## src/rtl/ula_pkg.sv

```systemverilog
// Shared definitions for ula_sequencial: opcodes, FSM states, flag positions
// and the active-low 7-segment glyphs (segments abcdefg, MSB = a).
package ula_pkg;

    localparam logic [2:0] OP_AND = 3'b000;
    localparam logic [2:0] OP_OR  = 3'b001;
    localparam logic [2:0] OP_ADD = 3'b010;
    localparam logic [2:0] OP_SUB = 3'b011;
    localparam logic [2:0] OP_SHL = 3'b100;
    localparam logic [2:0] OP_SHR = 3'b101;
    localparam logic [2:0] OP_MUL = 3'b110;
    localparam logic [2:0] OP_DIV = 3'b111;

    typedef enum logic [1:0] {
        OCIOSO = 2'd0,
        CALC   = 2'd1,
        FIM    = 2'd2
    } estado_t;

    localparam int FLAG_NEG   = 3;
    localparam int FLAG_ZERO  = 2;
    localparam int FLAG_CARRY = 1;
    localparam int FLAG_OVF   = 0;

    localparam logic [6:0] SEG_0 = 7'b0000001;
    localparam logic [6:0] SEG_1 = 7'b1001111;
    localparam logic [6:0] SEG_2 = 7'b0010010;
    localparam logic [6:0] SEG_3 = 7'b0000110;
    localparam logic [6:0] SEG_4 = 7'b1001100;
    localparam logic [6:0] SEG_5 = 7'b0100100;
    localparam logic [6:0] SEG_6 = 7'b0100000;
    localparam logic [6:0] SEG_7 = 7'b0001111;
    localparam logic [6:0] SEG_8 = 7'b0000000;
    localparam logic [6:0] SEG_9 = 7'b0000100;
    localparam logic [6:0] SEG_A = 7'b0001000;
    localparam logic [6:0] SEG_B = 7'b1100000;
    localparam logic [6:0] SEG_C = 7'b0110001;
    localparam logic [6:0] SEG_D = 7'b1000010;
    localparam logic [6:0] SEG_E = 7'b0110000;
    localparam logic [6:0] SEG_F = 7'b0111000;
    localparam logic [6:0] SEG_APAGADO = 7'b1111111;

    function automatic logic [6:0] glifo_hex(input logic [3:0] nibble);
        logic [6:0] seg;
        case (nibble)
            4'h0:    seg = SEG_0;
            4'h1:    seg = SEG_1;
            4'h2:    seg = SEG_2;
            4'h3:    seg = SEG_3;
            4'h4:    seg = SEG_4;
            4'h5:    seg = SEG_5;
            4'h6:    seg = SEG_6;
            4'h7:    seg = SEG_7;
            4'h8:    seg = SEG_8;
            4'h9:    seg = SEG_9;
            4'hA:    seg = SEG_A;
            4'hB:    seg = SEG_B;
            4'hC:    seg = SEG_C;
            4'hD:    seg = SEG_D;
            4'hE:    seg = SEG_E;
            default: seg = SEG_F;
        endcase
        return seg;
    endfunction

endpackage

```

## src/rtl/ula_sequencial_if.sv

```systemverilog
// Operand/result handshake bundle between the switch/key side (master)
// and the ALU (slave).
interface ula_sequencial_if #(
    parameter int LARGURA = 8
);
    logic               start;
    logic [2:0]         sel;
    logic [LARGURA-1:0] numum;
    logic [LARGURA-1:0] numdois;
    logic               usa_acc;
    logic               ocupado;
    logic               pronto;
    logic [LARGURA-1:0] resultado;
    logic [LARGURA-1:0] resto;
    logic [3:0]         flags;
    logic               erro;

    modport master (
        output start, sel, numum, numdois, usa_acc,
        input  ocupado, pronto, resultado, resto, flags, erro
    );

    modport slave (
        input  start, sel, numum, numdois, usa_acc,
        output ocupado, pronto, resultado, resto, flags, erro
    );
endinterface

```

## src/rtl/ula_sequencial_decodificador_hex.sv

```systemverilog
// One active-low hex digit: nibble to segments abcdefg, or all segments off
// when apaga is set.
module decodificador_hex
    import ula_pkg::*;
(
    input  logic [3:0] nibble,
    input  logic       apaga,
    output logic [6:0] seg
);

    always_comb begin
        seg = apaga ? SEG_APAGADO : glifo_hex(nibble);
    end

endmodule

```

## src/rtl/ula_sequencial.sv

```systemverilog
// Sequential ALU: start/done handshake, iterative MUL/DIV, registered result
// and flags, NUM_DIGITOS hex displays. Optional accumulator: ULA_ACUMULADOR_EN.
module ula_sequencial
    import ula_pkg::*;
#(
    parameter int LARGURA     = 8,
    parameter int NUM_DIGITOS = 2
) (
    input  logic                     clk,
    input  logic                     rst_n,
    ula_sequencial_if.slave          bus,
    output logic [7*NUM_DIGITOS-1:0] HEX
);

    localparam int              CW     = $clog2(LARGURA + 1);
    localparam logic [CW-1:0]   ULTIMO = CW'(LARGURA - 1);

    estado_t            estado_q, estado_d;
    logic [2:0]         sel_q, sel_d;
    logic [LARGURA-1:0] op_a_q, op_a_d;
    logic [LARGURA-1:0] op_b_q, op_b_d;
    logic [LARGURA-1:0] hi_q, hi_d;
    logic [LARGURA-1:0] lo_q, lo_d;
    logic [CW-1:0]      cnt_q, cnt_d;
    logic [LARGURA-1:0] res_q, res_d;
    logic [LARGURA-1:0] resto_q, resto_d;
    logic [3:0]         flags_q, flags_d;
    logic               erro_q, erro_d;
    logic               pronto_q, pronto_d;
    logic               ocupado_q, ocupado_d;
    logic               valido_q, valido_d;

    logic [LARGURA-1:0] operando_a;

    logic [LARGURA:0]   soma, dif, soma_mul, deslocado;
    logic [LARGURA-1:0] mul_hi, mul_lo, div_rem, div_quo, div_sub;
    logic               div_ge;

    logic [LARGURA-1:0] res_calc, resto_calc;
    logic [3:0]         flags_calc;
    logic               carry_calc, ovf_calc, erro_calc;

`ifdef ULA_ACUMULADOR_EN
    logic [LARGURA-1:0] acc_q, acc_d;

    assign operando_a = bus.usa_acc ? acc_q : bus.numum;

    always_comb begin
        acc_d = (estado_q == FIM) ? res_d : acc_q;
    end

    always_ff @(posedge clk or negedge rst_n) begin
        if (!rst_n) acc_q <= '0;
        else        acc_q <= acc_d;
    end
`else
    assign operando_a = bus.numum;
`endif

    // One iteration of shift-add multiply (hi:lo holds partial product and
    // remaining multiplier) and of restoring divide (hi = remainder, lo = quotient).
    always_comb begin
        soma      = {1'b0, op_a_q} + {1'b0, op_b_q};
        dif       = {1'b0, op_a_q} - {1'b0, op_b_q};
        soma_mul  = {1'b0, hi_q} + {1'b0, (lo_q[0] ? op_b_q : '0)};
        mul_hi    = soma_mul[LARGURA:1];
        mul_lo    = {soma_mul[0], lo_q[LARGURA-1:1]};
        deslocado = {hi_q, lo_q[LARGURA-1]};
        div_ge    = deslocado >= {1'b0, op_b_q};
        div_sub   = deslocado[LARGURA-1:0] - op_b_q;
        div_rem   = div_ge ? div_sub : deslocado[LARGURA-1:0];
        div_quo   = {lo_q[LARGURA-2:0], div_ge};
    end

    // NOTE: every combinational output gets a default first so no path can
    // infer a latch.
    always_comb begin
        res_calc   = '0;
        resto_calc = '0;
        carry_calc = 1'b0;
        ovf_calc   = 1'b0;
        erro_calc  = 1'b0;
        case (sel_q)
            OP_AND: res_calc = op_a_q & op_b_q;
            OP_OR:  res_calc = op_a_q | op_b_q;
            OP_ADD: begin
                res_calc   = soma[LARGURA-1:0];
                carry_calc = soma[LARGURA];
                ovf_calc   = (op_a_q[LARGURA-1] == op_b_q[LARGURA-1]) &&
                             (soma[LARGURA-1] != op_a_q[LARGURA-1]);
            end
            OP_SUB: begin
                res_calc   = dif[LARGURA-1:0];
                carry_calc = dif[LARGURA];
                ovf_calc   = (op_a_q[LARGURA-1] != op_b_q[LARGURA-1]) &&
                             (dif[LARGURA-1] != op_a_q[LARGURA-1]);
            end
            OP_SHL: begin
                res_calc   = {op_a_q[LARGURA-2:0], 1'b0};
                carry_calc = op_a_q[LARGURA-1];
            end
            OP_SHR: begin
                res_calc   = {1'b0, op_a_q[LARGURA-1:1]};
                carry_calc = op_a_q[0];
            end
            OP_MUL: begin
                res_calc   = lo_q;
                carry_calc = |hi_q;
            end
            default: begin
                if (op_b_q == '0) begin
                    res_calc   = '1;
                    resto_calc = op_a_q;
                    erro_calc  = 1'b1;
                end else begin
                    res_calc   = lo_q;
                    resto_calc = hi_q;
                end
            end
        endcase
        flags_calc             = '0;
        flags_calc[FLAG_NEG]   = res_calc[LARGURA-1];
        flags_calc[FLAG_ZERO]  = (res_calc == '0);
        flags_calc[FLAG_CARRY] = carry_calc;
        flags_calc[FLAG_OVF]   = ovf_calc;
    end

    always_comb begin
        estado_d  = estado_q;
        sel_d     = sel_q;
        op_a_d    = op_a_q;
        op_b_d    = op_b_q;
        hi_d      = hi_q;
        lo_d      = lo_q;
        cnt_d     = cnt_q;
        res_d     = res_q;
        resto_d   = resto_q;
        flags_d   = flags_q;
        erro_d    = erro_q;
        valido_d  = valido_q;
        pronto_d  = 1'b0;
        ocupado_d = (estado_q != OCIOSO);
        case (estado_q)
            OCIOSO: begin
                // A start landing in the pronto cycle is dropped, not queued.
                if (bus.start && !pronto_q) begin
                    sel_d  = bus.sel;
                    op_a_d = operando_a;
                    op_b_d = bus.numdois;
                    hi_d   = '0;
                    lo_d   = operando_a;
                    cnt_d  = '0;
                    if (bus.sel == OP_MUL || (bus.sel == OP_DIV && bus.numdois != '0))
                        estado_d = CALC;
                    else
                        estado_d = FIM;
                end
            end
            CALC: begin
                if (sel_q == OP_MUL) begin
                    hi_d = mul_hi;
                    lo_d = mul_lo;
                end else begin
                    hi_d = div_rem;
                    lo_d = div_quo;
                end
                cnt_d = cnt_q + CW'(1);
                if (cnt_q == ULTIMO) estado_d = FIM;
            end
            FIM: begin
                res_d    = res_calc;
                resto_d  = resto_calc;
                flags_d  = flags_calc;
                erro_d   = erro_calc;
                valido_d = 1'b1;
                pronto_d = 1'b1;
                estado_d = OCIOSO;
            end
            default: estado_d = OCIOSO;
        endcase
    end

    // NOTE: sequential state uses non-blocking assignments so every flop
    // samples its pre-edge value regardless of statement order.
    always_ff @(posedge clk or negedge rst_n) begin
        if (!rst_n) begin
            estado_q  <= OCIOSO;
            sel_q     <= '0;
            op_a_q    <= '0;
            op_b_q    <= '0;
            hi_q      <= '0;
            lo_q      <= '0;
            cnt_q     <= '0;
            res_q     <= '0;
            resto_q   <= '0;
            flags_q   <= '0;
            erro_q    <= 1'b0;
            pronto_q  <= 1'b0;
            ocupado_q <= 1'b0;
            valido_q  <= 1'b0;
        end else begin
            estado_q  <= estado_d;
            sel_q     <= sel_d;
            op_a_q    <= op_a_d;
            op_b_q    <= op_b_d;
            hi_q      <= hi_d;
            lo_q      <= lo_d;
            cnt_q     <= cnt_d;
            res_q     <= res_d;
            resto_q   <= resto_d;
            flags_q   <= flags_d;
            erro_q    <= erro_d;
            pronto_q  <= pronto_d;
            ocupado_q <= ocupado_d;
            valido_q  <= valido_d;
        end
    end

    assign bus.ocupado   = ocupado_q;
    assign bus.pronto    = pronto_q;
    assign bus.resultado = res_q;
    assign bus.resto     = resto_q;
    assign bus.flags     = flags_q;
    assign bus.erro      = erro_q;

    // Upper digits stay blank until the first result has been produced.
    for (genvar i = 0; i < NUM_DIGITOS; i++) begin : g_digito
        logic [3:0] nibble;
        logic       apaga;
        if (i < LARGURA / 4) begin : g_ativo
            always_comb begin
                nibble = (erro_q && i == 0) ? 4'hE : res_q[4*i +: 4];
                apaga  = (i != 0) && (erro_q || !valido_q);
            end
        end else begin : g_vazio
            assign nibble = 4'h0;
            assign apaga  = 1'b1;
        end
        decodificador_hex u_dec (
            .nibble (nibble),
            .apaga  (apaga),
            .seg    (HEX[7*i +: 7])
        );
    end

endmodule

```

## src/flat_wrapper.sv

```systemverilog
// flat-port wrapper written by rule: the top's interface ports become plain ports
module ula_sequencial_flat import ula_pkg::*;
#(
    parameter int LARGURA     = 8,
    parameter int NUM_DIGITOS = 2
)
  (clk, rst_n, HEX, bus_start, bus_sel, bus_numum, bus_numdois, bus_usa_acc, bus_ocupado, bus_pronto, bus_resultado, bus_resto, bus_flags, bus_erro);
  ula_sequencial_if #(.LARGURA(LARGURA)) bus_i ();
  input  logic clk;
  input  logic rst_n;
  output logic [7*NUM_DIGITOS-1:0] HEX;
  input wire logic [$bits(bus_i.start)-1:0] bus_start;
  input wire logic [$bits(bus_i.sel)-1:0] bus_sel;
  input wire logic [$bits(bus_i.numum)-1:0] bus_numum;
  input wire logic [$bits(bus_i.numdois)-1:0] bus_numdois;
  input wire logic [$bits(bus_i.usa_acc)-1:0] bus_usa_acc;
  output wire logic [$bits(bus_i.ocupado)-1:0] bus_ocupado;
  output wire logic [$bits(bus_i.pronto)-1:0] bus_pronto;
  output wire logic [$bits(bus_i.resultado)-1:0] bus_resultado;
  output wire logic [$bits(bus_i.resto)-1:0] bus_resto;
  output wire logic [$bits(bus_i.flags)-1:0] bus_flags;
  output wire logic [$bits(bus_i.erro)-1:0] bus_erro;
  assign bus_i.start = bus_start;
  assign bus_i.sel = bus_sel;
  assign bus_i.numum = bus_numum;
  assign bus_i.numdois = bus_numdois;
  assign bus_i.usa_acc = bus_usa_acc;
  assign bus_ocupado = bus_i.ocupado;
  assign bus_pronto = bus_i.pronto;
  assign bus_resultado = bus_i.resultado;
  assign bus_resto = bus_i.resto;
  assign bus_flags = bus_i.flags;
  assign bus_erro = bus_i.erro;
  ula_sequencial #(.LARGURA(LARGURA), .NUM_DIGITOS(NUM_DIGITOS)) u_core (.clk(clk), .rst_n(rst_n), .bus(bus_i), .HEX(HEX));
endmodule
```

## config.mk

```make
export PLATFORM = sky130hd
export DESIGN_NAME = ula_sequencial_flat
export DESIGN_NICKNAME = d
export VERILOG_FILES = /design/src/rtl/ula_pkg.sv /design/src/rtl/ula_sequencial_if.sv /design/src/rtl/ula_sequencial_decodificador_hex.sv /design/src/rtl/ula_sequencial.sv /design/src/flat_wrapper.sv
export SDC_FILE = /design/constraint.sdc
export NUM_CORES = 1
export LEC_CHECK = 0
export ABC_AREA = 1
export ABC_CLOCK_PERIOD_IN_PS = 2800
export BUFFER_PORTS_ARGS = -buffer_cell sky130_fd_sc_hd__buf_2
export CAP_MARGIN = 10
export CORE_MARGIN = 2
export CORE_UTILIZATION = 30
export CTS_CLUSTER_DIAMETER = 50
export DETAILED_ROUTE_END_ITERATION = 16
export GPL_ROUTABILITY_DRIVEN = 0
export GPL_TIMING_DRIVEN = 0
export PLACE_DENSITY = 0.44
export SYNTH_ARGS = -nofsm -noshare
export SYNTH_HDL_FRONTEND = slang
export SYNTH_SLANG_ARGS = --single-unit
```

## constraint.sdc

```tcl
create_clock -name clk -period 2.8 [get_ports clk]
set_input_delay 0.14 -clock clk [delete_from_list [all_inputs] [get_ports clk]]
set_output_delay 0.14 -clock clk [all_outputs]
set_load 0.02 [all_outputs]
```

==> flow_summary.toml, run 1 <==
[outcome]
status = "completed"

[clock_network]
clock_latency_ns = 0.35
cts_max_level = 3
clock_sinks = 64
clockRootBuffer = "clkbuf_16"
ctsHoldBuffers = 1
cts_buffers = 9
cts_resized = 0
cts_tree = "yes"
clkTransAtPathRegs_ns = 0.06
cts_setup_buffers = 0
cts_buffer_depth = 2

[final_layout]
diodes = 0
areaGrowthSynthToFinish_pct = 16.67
layout-drive-gt1-share = 0.1200
layout.nets = 968
stdcell_area_um2 = 6464
nFillCells = 1992
stdcell_count = 1121

[yosys]
synth_cells = 816
async_reset_ff_frac = 1.000
synth-seq-cells = 64
synth.distinct_cells = 40
synth_fp_nets = 897
yosysTopAreaCell = "dfrtp_1"
synth_edf_count = 0
synth_ff_type = "dfrtp_1"
yosysMostFrequentCell = "nand2_1"
ys_warn_count = 0
synth.area.top_cells = "dfrtp_1 (29%), nand2_1 (16%), ha_1 (12%)"
ys_seq_area_frac = 0.2891
synth_commonest_cells = "nand2_1 (243), inv_1 (100), nand3_1 (70)"
yosys.area.top_type_share = 0.2891
synth.avg_cell_area_um2 = 6.790
synth_area_um2 = 5540

[worst_setup_path]
worst_ep_arrival_time_ns = 2.77
timing.rr.start = "u_core.op_b_q[0]"
crit_path_top_delay_cell = "fa_1"
end_kind = "flip-flop"
crit_path_start = "u_core.op_b_q[0]"
cpPeakStageDelay_ns = 0.55
path_cells = "ha_1 -> fa_1 -> xor2_1 -> a21oi_1 -> nand3b_1 -> nor2_1 -> nand3_1 -> nor2_1 -> nand3_1 -> nand2_1"
r2r_slack_ns = 0.30
worstSetupPathType = "reg2reg"
crit_required_ns = 3.08
cp_max_fo = 6
start_kind = "flip-flop"

[timing]
slew-limit-headroom = 0.5614
min_period_ns = 2.497
worst_slack_ns = 0.3033
tightest_slew_ns = 0.6529
setup_viol = 0
fmax_mhz = 400.5
clock-skew-final_ns = 0.01163
whs_ns = 0.02798
fin_setup_tns_ns = 0
rsz0062_at_grt = "false"
fin_crit_sh = 0.8917
hold_viol = 0
slew_violations = 0

[route]
first_pass_iters = 5
wl_met3_um = 838
totalWireLength_um = 19460
drt-met1-wl_um = 9202
via_per_inst = 4.991
ant_nets = 0
route.top_layer_used = "met4"
route.met2.wl_um = 9175
num_vias = 5595
drtIter0Drc = 426
drcViolationCount = 0
post_drt_wl_per_cell_um = 17.36

[die]
coreArea_um2 = 18020
dieArea_um2 = 19570
die_w_um = 139.9
start_util = 0.3074
rows = 49
die_y_um = 139.9
io_pins = 60

[global_routing]
first_global_vias = 5527
grt_max_degree = 55
grt_use_total = 0.2043
grt_pass1_wl_um = 31040
grt.overflow.total = 0
antenna_found_initial = 0

[power]
p_leak_nw = 3.395
power_density_nw_per_um2 = 1390
ir_drop_mv = 0.5345

[run]
max_cap_viol_count = 0

[min_path]
min-delay-start = "bus_numdois[1]"
hp-class = "in2reg"

[place]
dp_hpwl_um = 15500
port_buffers = 58
placed_cell_area_um2 = 6147
dpl.cell_count = 1104
dpl_worst_slack_ns = 0.3444
==> critical path: cells and delay by family (launching register included) <==
family,cells,cell delay (ns)
compound gates,1,0.16
flops,1,0.45
simple gates,6,0.75
xor+xnor,1,0.20
fa+ha+maj,2,0.87
==> flip-flops by register name, indices dropped and copies added (netlist names), 4 cells and up <==
register	cells
u_core.cnt_q	4
u_core.op_a_q	8
u_core.lo_q	8
u_core.bus.flags	4
u_core.hi_q	8
u_core.op_b_q	8
u_core.bus.resultado	7
u_core.bus.resto	8
==> through the flow <==
| step | power, mW | utilization |
|---|---|---|
| finish | 8.988 | 0.3586 |
| global route | 9.899 | 0.3586 |
| CTS | 9.024 | 0.3586 |
| detailed placement | 7.802 | 0.3410 |
| global placement | 7.836 | 0.3394 |
| floorplan | 5.881 | - |
==> layer usage <==
layer	GRT usage	vias up
li1	-	2810
met1	0.2842	2644
met2	0.3384	123
met3	0.03316	18
met4	0.03842	0
met5	0	-
==> path summary, 6_finish.rpt <==
check | depth (start not counted) | end
max | 10 | u_core.bus.flags[2]
min | 3 | u_core.op_b_q[1]
max reg2reg | 10 | u_core.bus.flags[2]
min reg2reg | 2 | u_core.valido_q
max in group asynchronous | 3 | u_core.estado_q[0]
min in group asynchronous | 2 | u_core.sel_q[0]
==> cell families (layout without fill, tap and decap cells) <==
family,after synthesis,in the layout,synth area share
and+or+nand+nor,413,413,0.3198
adders and majority gates,58,58,0.1364
xor gates and xnor gates,14,14,0.02213
DFF,64,64,0.2891
AOI/OAI and AO/OA,131,131,0.1337
buffers and inverters,136,212,0.09892
==> cell usage in the layout (no fill, tap or decap), types with 6 or more instances in the layout <==
cell type	count
nand2_1	243
o211ai_1	16
ha_1	54
clkbuf_16	9
inv_1	100
clkbuf_1	10
o21ai_0	68
buf_4	6
buf_2	66
dfrtp_1	64
inv_2	7
nand4_1	20
xor2_1	10
nor3_1	17
nand3_1	70
a21oi_1	27
nor2_1	49
==> where the power goes <==
group          switching, mW  total, mW  internal, mW
clock network          0.475       1.19         0.717
logic                   4.04       6.01          1.96
registers              0.502       1.79          1.29
total                   5.02       8.99          3.97
==> area by class of cell <==
class                      count  area, µm²  area share
multi-input combinational    616       3391      0.5246
tap                          229      286.5     0.04433
clock buffer                  10      239.0     0.03697
buffer                        25      131.4     0.02033
sequential                    64       1602      0.2478
clock inverter                 6      67.56     0.01045
timing repair buffer          60      330.3     0.05110
inverter                     111      416.7     0.06446
(Power assumes the default switching activity.)
==> run 2: changes to the inputs <==
--- a/config.mk
+++ b/config.mk
@@ -5,8 +5,7 @@
 export SDC_FILE = /design/constraint.sdc
 export NUM_CORES = 1
 export LEC_CHECK = 0
-export ABC_AREA = 1
-export ABC_CLOCK_PERIOD_IN_PS = 2800
+export ABC_CLOCK_PERIOD_IN_PS = 2250
 export BUFFER_PORTS_ARGS = -buffer_cell sky130_fd_sc_hd__buf_2
 export CAP_MARGIN = 10
 export CORE_MARGIN = 2
@@ -15,7 +14,7 @@
 export DETAILED_ROUTE_END_ITERATION = 16
 export GPL_ROUTABILITY_DRIVEN = 0
 export GPL_TIMING_DRIVEN = 0
-export PLACE_DENSITY = 0.44
+export PLACE_DENSITY = 0.46
 export SYNTH_ARGS = -nofsm -noshare
 export SYNTH_HDL_FRONTEND = slang
 export SYNTH_SLANG_ARGS = --single-unit
==> constraint.sdc (replaced) <==
create_clock -name clk -period 2.25 [get_ports clk]
set_input_delay 0.1125 -clock clk [delete_from_list [all_inputs] [get_ports clk]]
set_output_delay 0.1125 -clock clk [all_outputs]
set_load 0.02 [all_outputs]
==> run 2 against run 1 <==
Net effect:
- non-clock buffer count rose by 51
- global-route usage grew 0.072 points
- sequential share of layout area is 1.8 points lower
- sequential power is 23% higher
- the run now ends with negative setup slack left
- total power rose by 38%
==> flow_summary.toml, run 2 <==
[final_layout]
multi_input_area_um2 = 3810
ff_latch_area_um2 = 1614
final_util = 0.4056
layout-drive-gt1-share = 0.2942
layout_commonest_cell = "nand2_1"
nFillCells = 1747
diodes = 0
layout.nets = 834
stdcell_count = 983
areaGrowthSynthToFinish_pct = 31.88
final_cell_mix = "nand2_1 (79), buf_2 (64), o21ai_0 (54), dfrtp_1 (54), nor2_1 (46)"

[yosys]
synth_fp_nets = 721
synth_commonest_cells = "nand2_1 (79), dfrtp_1 (64), o21ai_0 (62)"
synth_area_um2 = 5338
ys_warn_count = 0
yosysMostFrequentCell = "nand2_1"
synth.distinct_cells = 61
synth-seq-cells = 64
yosysTopAreaCell = "dfrtp_1"
async_reset_ff_frac = 1.000
synth_ff_type = "dfrtp_1"
synth.avg_cell_area_um2 = 8.340
ys_seq_area_frac = 0.3000
synth_edf_count = 0
synth.area.top_cells = "dfrtp_1 (30%), ha_1 (13%), o21ai_0 (5.8%)"
yosys.area.top_type_share = 0.3000
synth_cells = 640

[die]
die_y_um = 137.4
io_pins = 60
dieArea_um2 = 18870
coreArea_um2 = 17360
rows = 48
die_w_um = 137.4
start_util = 0.3075

[power]
ir_drop_mv = 0.7647
pwr-share-comb = 0.706
power_density_nw_per_um2 = 1762
sw_frac_of_total = 0.4947
internal_power_mw = 6.266
pwr-share-clk = 0.116
p_leak_nw = 3.217
p_seq_frac = 0.178
p_sw_mw = 6.135

[global_routing]
grt_max_degree = 65
first_global_vias = 5245
use_met1 = 0.2763
busiest_layer = "met2"
met2_usage = 0.3375
grt_pass1_wl_um = 29230
grt.overflow.total = 0
antenna_found_initial = 0
grt_use_total = 0.2050
grtUsageMet3 = 0.03937

[worst_setup_path]
reg2reg_to = "u_core.bus.flags[2]"
timing.rr.start = "u_core.op_b_q[0]"
ff2ff_path_depth = 8
worstSetupPathType = "reg2reg"
worst_ep_arrival_time_ns = 2.99
r2r_slack_ns = -0.50
cp_max_fo = 4
end_kind = "flip-flop"
start_kind = "flip-flop"
crit_required_ns = 2.49

[timing]
rsz0062_at_grt = "true"
fin_crit_sh = 1.223
clock-skew-final_ns = 0.007956
min_period_ns = 2.751
whs_ns = 0.004772
hold_viol = 0
worst_slack_ns = -0.5010
slew-limit-headroom = 0.4183
slew_violations = 0
setup_viol = 16
fmax_mhz = 363.5
tightest_slew_ns = 0.8725
fin_setup_tns_ns = -3.537

[clock_network]
cts_tree = "yes"
cts_buffer_depth = 2
clockRootBuffer = "clkbuf_16"
cts_buffers = 9
cts_max_level = 3
clock_sinks = 64
clkTransAtPathRegs_ns = 0.06
clock_latency_ns = 0.34

[min_path]
min-delay-start = "bus_numdois[4]"
whs_path_depth = 3
hp-class = "in2reg"
whs_endpoint = "u_core.op_b_q[4]"

[route]
drcViolationCount = 0
post_drt_wl_per_cell_um = 18.99
via_per_inst = 5.413
ant_nets = 0
num_vias = 5321
totalWireLength_um = 18670
drtIter0Drc = 468
first_pass_iters = 5

[outcome]
violations = "negative setup slack"
status = "finished, violations left"

[place]
dpl.cell_count = 923
dp_hpwl_um = 13710
port_buffers = 58

[run]
max_cap_viol_count = 0
## run 2: changes by cell type after synthesis, moves of 15 or more
| cell | change |
|---|---|
| mux2i_1 | +19 |
| nand3_1 | -67 |
| a21oi_1 | +20 |
| nand4_1 | -15 |
| inv_1 | -61 |
| nand2_1 | -164 |
## run 2: area by class of cell
type | count | area share
Clock buffer | 11 | 0.03448
Timing Repair Buffer | 105 | 0.1002
Inverter | 39 | 0.02400
Clock inverter | 5 | 0.007999
Multi-Input combinational cell | 503 | 0.5412
Tap cell | 225 | 0.03999
Buffer | 31 | 0.02275
Sequential cell | 64 | 0.2293
## run 2: repair_timing
action / 4_1_cts / 5_1_grt
hold buffers: 5 / 0
resized for setup: 68 / 39
pin swaps: 17 / 30
endpoints found under the hold margin: 68 / 0
setup endpoints to repair: 28 / 42
buffers inserted: 34 / 10
## run 2: power groups by stage
stage	logic, mW	registers, mW	clock network [mW]
6_report	8.76	2.21	1.44
5_1_grt	9.55	2.27	1.52
4_1_cts	8.08	2.20	1.47
3_5_place_dp	6.99	2.23	0
3_3_place_gp	6.92	2.22	0
2_1_floorplan	5.01	2.13	0
## run 2: worst max path at each step
stage	from	to	slack [ns]	depth (start not counted)
6_report	u_core.op_b_q[0]	u_core.bus.flags[2]	-0.50	8
5_1_grt	u_core.op_b_q[0]	u_core.bus.flags[2]	-0.59	8
4_1_cts	u_core.op_b_q[0]	u_core.bus.flags[2]	-0.52	8
3_5_place_dp	u_core.op_b_q[2]	u_core.bus.flags[2]	-0.70	9
3_3_place_gp	u_core.op_b_q[2]	u_core.bus.flags[2]	-0.71	9
2_1_floorplan	u_core.op_b_q[0]	u_core.bus.flags[2]	-0.25	9
## run 2: cells by family (layout without fill, tap and decap cells)
family | count (synthesis) | after routing | share of synthesized area
flip-flops | 64 | 64 | 0.3000
multiplexers | 28 | 28 | 0.06094
adder cells (fa/ha/maj) | 58 | 58 | 0.1416
AO/OA/AOI/OAI | 203 | 203 | 0.2485
XOR/XNOR | 13 | 13 | 0.02133
buffers and inverters | 73 | 191 | 0.05485
AND/OR/NAND/NOR | 201 | 201 | 0.1728
## run 2: metrics by stage
step | power (mW) | area (µm²) | setup slack [ns]
floorplan | 7.140 | 5398 | -0.2528
global placement | 9.134 | 5969 | -0.7114
detailed placement | 9.222 | 5972 | -0.7048
CTS | 11.75 | 6802 | -0.5170
global route | 13.34 | 7039 | -0.5921
finish | 12.40 | 7039 | -0.5010
## run 2: critical path: stages (launching register included)
cell and delay (ns):
dfrtp_2 0.44, ha_4 0.18, fa_2 0.36, xor2_1 0.17
mux4_2 0.50, a221oi_4 0.36, nand3_1 0.11, or3_1 0.33
o41ai_2 0.19
## run 2: routing by layer
metal / vias up / wire (µm)
met5: - / 0
met4: 0 / 321
met3: 23 / 1076
met2: 186 / 8591
met1: 2593 / 8676
li1: 2519 / -
==> run 3: changes to the inputs <==
--- a/config.mk
+++ b/config.mk
@@ -11,10 +11,12 @@
 export CORE_MARGIN = 2
 export CORE_UTILIZATION = 30
 export CTS_CLUSTER_DIAMETER = 50
+export CTS_CLUSTER_SIZE = 10
 export DETAILED_ROUTE_END_ITERATION = 16
 export GPL_ROUTABILITY_DRIVEN = 0
 export GPL_TIMING_DRIVEN = 0
 export PLACE_DENSITY = 0.46
+export RECOVER_POWER = 50
 export SYNTH_ARGS = -nofsm -noshare
 export SYNTH_HDL_FRONTEND = slang
 export SYNTH_SLANG_ARGS = --single-unit
==> run 3 against run 2 <==
Net effect:
- the run ends with max-capacitance violations, max-slew violations, negative setup slack left
- wire length is 0.18% higher
- critical path depth is the same
- utilization is 0.15 points lower
- clock skew about the same
- fmax is 0.70% higher
- cell area shrank 0.37%
- non-clock buffer count unchanged
==> flow_summary.toml, run 3 (synthesis results as in run 2) <==
[outcome]
status = "finished, violations left"
violations = "max-capacitance violations, max-slew violations, negative setup slack"

[timing]
min_period_ns = 2.732
worst_slack_ns = -0.4819
hold_viol = 0
slew-limit-headroom = -0.1260
rsz0062_at_grt = "true"
tightest_slew_ns = 1.689
clock-skew-final_ns = 0.008238
setup_viol = 16
fmax_mhz = 366.1
slew_violations = 65
fin_crit_sh = 1.214

[die]
die_y_um = 137.4
rows = 48
coreArea_um2 = 17360
start_util = 0.3075
io_pins = 60
die_w_um = 137.4
dieArea_um2 = 18870

[global_routing]
grt_max_degree = 65
grt_use_total = 0.2050
antenna_found_initial = 0
met2_usage = 0.3375
grtUsageMet3 = 0.03937
first_global_vias = 5245
busiest_layer = "met2"
grt_pass1_wl_um = 29230
use_met1 = 0.2763
grt.overflow.total = 0

[final_layout]
multi_input_area_um2 = 3810
layout_commonest_cell = "nand2_1"
areaGrowthSynthToFinish_pct = 31.39
nFillCells = 1759
ff_latch_area_um2 = 1613
layout-drive-gt1-share = 0.2691
diodes = 0
stdcell_area_um2 = 7013
layout.nets = 834
final_cell_mix = "nand2_1 (79), dfrtp_1 (55), o21ai_0 (54)"

[route]
drcViolationCount = 0
first_pass_iters = 5
num_vias = 5338
ant_nets = 0
drtIter0Drc = 461
via_per_inst = 5.430
post_drt_wl_per_cell_um = 19.02
totalWireLength_um = 18700

[worst_setup_path]
start_kind = "flip-flop"
cp_max_fo = 4
crit_required_ns = 2.49
worstSetupPathType = "reg2reg"
worst_ep_arrival_time_ns = 2.97
end_kind = "flip-flop"
r2r_slack_ns = -0.48

[clock_network]
cts_buffer_depth = 2
cts_buffers = 9
clockRootBuffer = "clkbuf_16"
clock_sinks = 64
cts_tree = "yes"
cts_max_level = 3
clkTransAtPathRegs_ns = 0.06
clock_latency_ns = 0.34

[power]
p_leak_nw = 3.151
power_density_nw_per_um2 = 1765
ir_drop_mv = 0.7445

[place]
dpl_worst_slack_ns = -0.7048
port_buffers = 58
placed_cell_area_um2 = 5972
dp_hpwl_um = 13710

[run]
max_cap_viol_count = 1

[min_path]
hp-class = "in2reg"
[run 3: changes by cell type in the layout (fill, tap and decap cells not counted)]
cell,change
clkbuf_1,+18
buf_2,-18
clkbuf_2,+1
buf_4,-1
dfrtp_2,-1
dfrtp_1,+1
[run 3: worst paths after layout]
kind | start | end | cells after the start
hold reg to reg | u_core.valido_q | u_core.valido_q | 1
hold / removal | bus_numdois[4] | u_core.op_b_q[4] | 3
max in group asynchronous | rst_n | u_core.bus.erro | 2
setup reg to reg | u_core.op_b_q[0] | u_core.bus.flags[2] | 8
min in group asynchronous | rst_n | u_core.op_a_q[3] | 2
setup / recovery | u_core.op_b_q[0] | u_core.bus.flags[2] | 8
[run 3: metal layers]
metal	share of wire	vias up
met5	0	-
met2	0.46	194
met3	0.060	25
met1	0.46	2599
li1	-	2520
met4	0.018	0
[run 3: through the flow]
stage / TNS [ns] / power (mW) / cells / hold slack [ns] / util
finish: -3.484 / 12.38 / 983 / 0.004411 / 0.4041
global route: -5.199 / 13.32 / 983 / 0.01947 / 0.4041
floorplan: -0.5393 / 7.140 / 640 / -0.1831 / -
global placement: -6.112 / 9.134 / 923 / 0.3339 / 0.3439
CTS: -2.796 / 11.75 / 975 / 0.002491 / 0.3919
detailed placement: -6.029 / 9.222 / 923 / 0.2849 / 0.3441
[run 3: timing repair]
| action | CTS | global route |
|---|---|---|
| setup buffers | 34 | 10 |
| endpoints found under the hold margin | 68 | 0 |
| setup endpoints to repair | 28 | 42 |
| pin swaps | 17 | 30 |
| hold buffers | 5 | 0 |
| gates resized for setup | 68 | 39 |
[run 3: final cells by class]
class,instances,area share
multi-input combinational,503,0.5433
clock buffer,11,0.03461
tap,225,0.04014
timing repair buffer,105,0.09706
inverter,39,0.02409
buffer,31,0.02284
clock inverter,5,0.008029
sequential,64,0.2300
[run 3: critical path: stages, from the launching register on]
cell	delay, ns
dfrtp_2	0.44
ha_4	0.18
fa_2	0.36
xor2_1	0.17
mux4_2	0.50
a221oi_4	0.34
nand3_1	0.11
or3_1	0.33
o41ai_2	0.19
[run 3: power breakdown]
part,switching [mW],internal [mW]
logic,4.97,3.76
clock network,0.550,0.886
registers,0.615,1.59
total,6.14,6.24
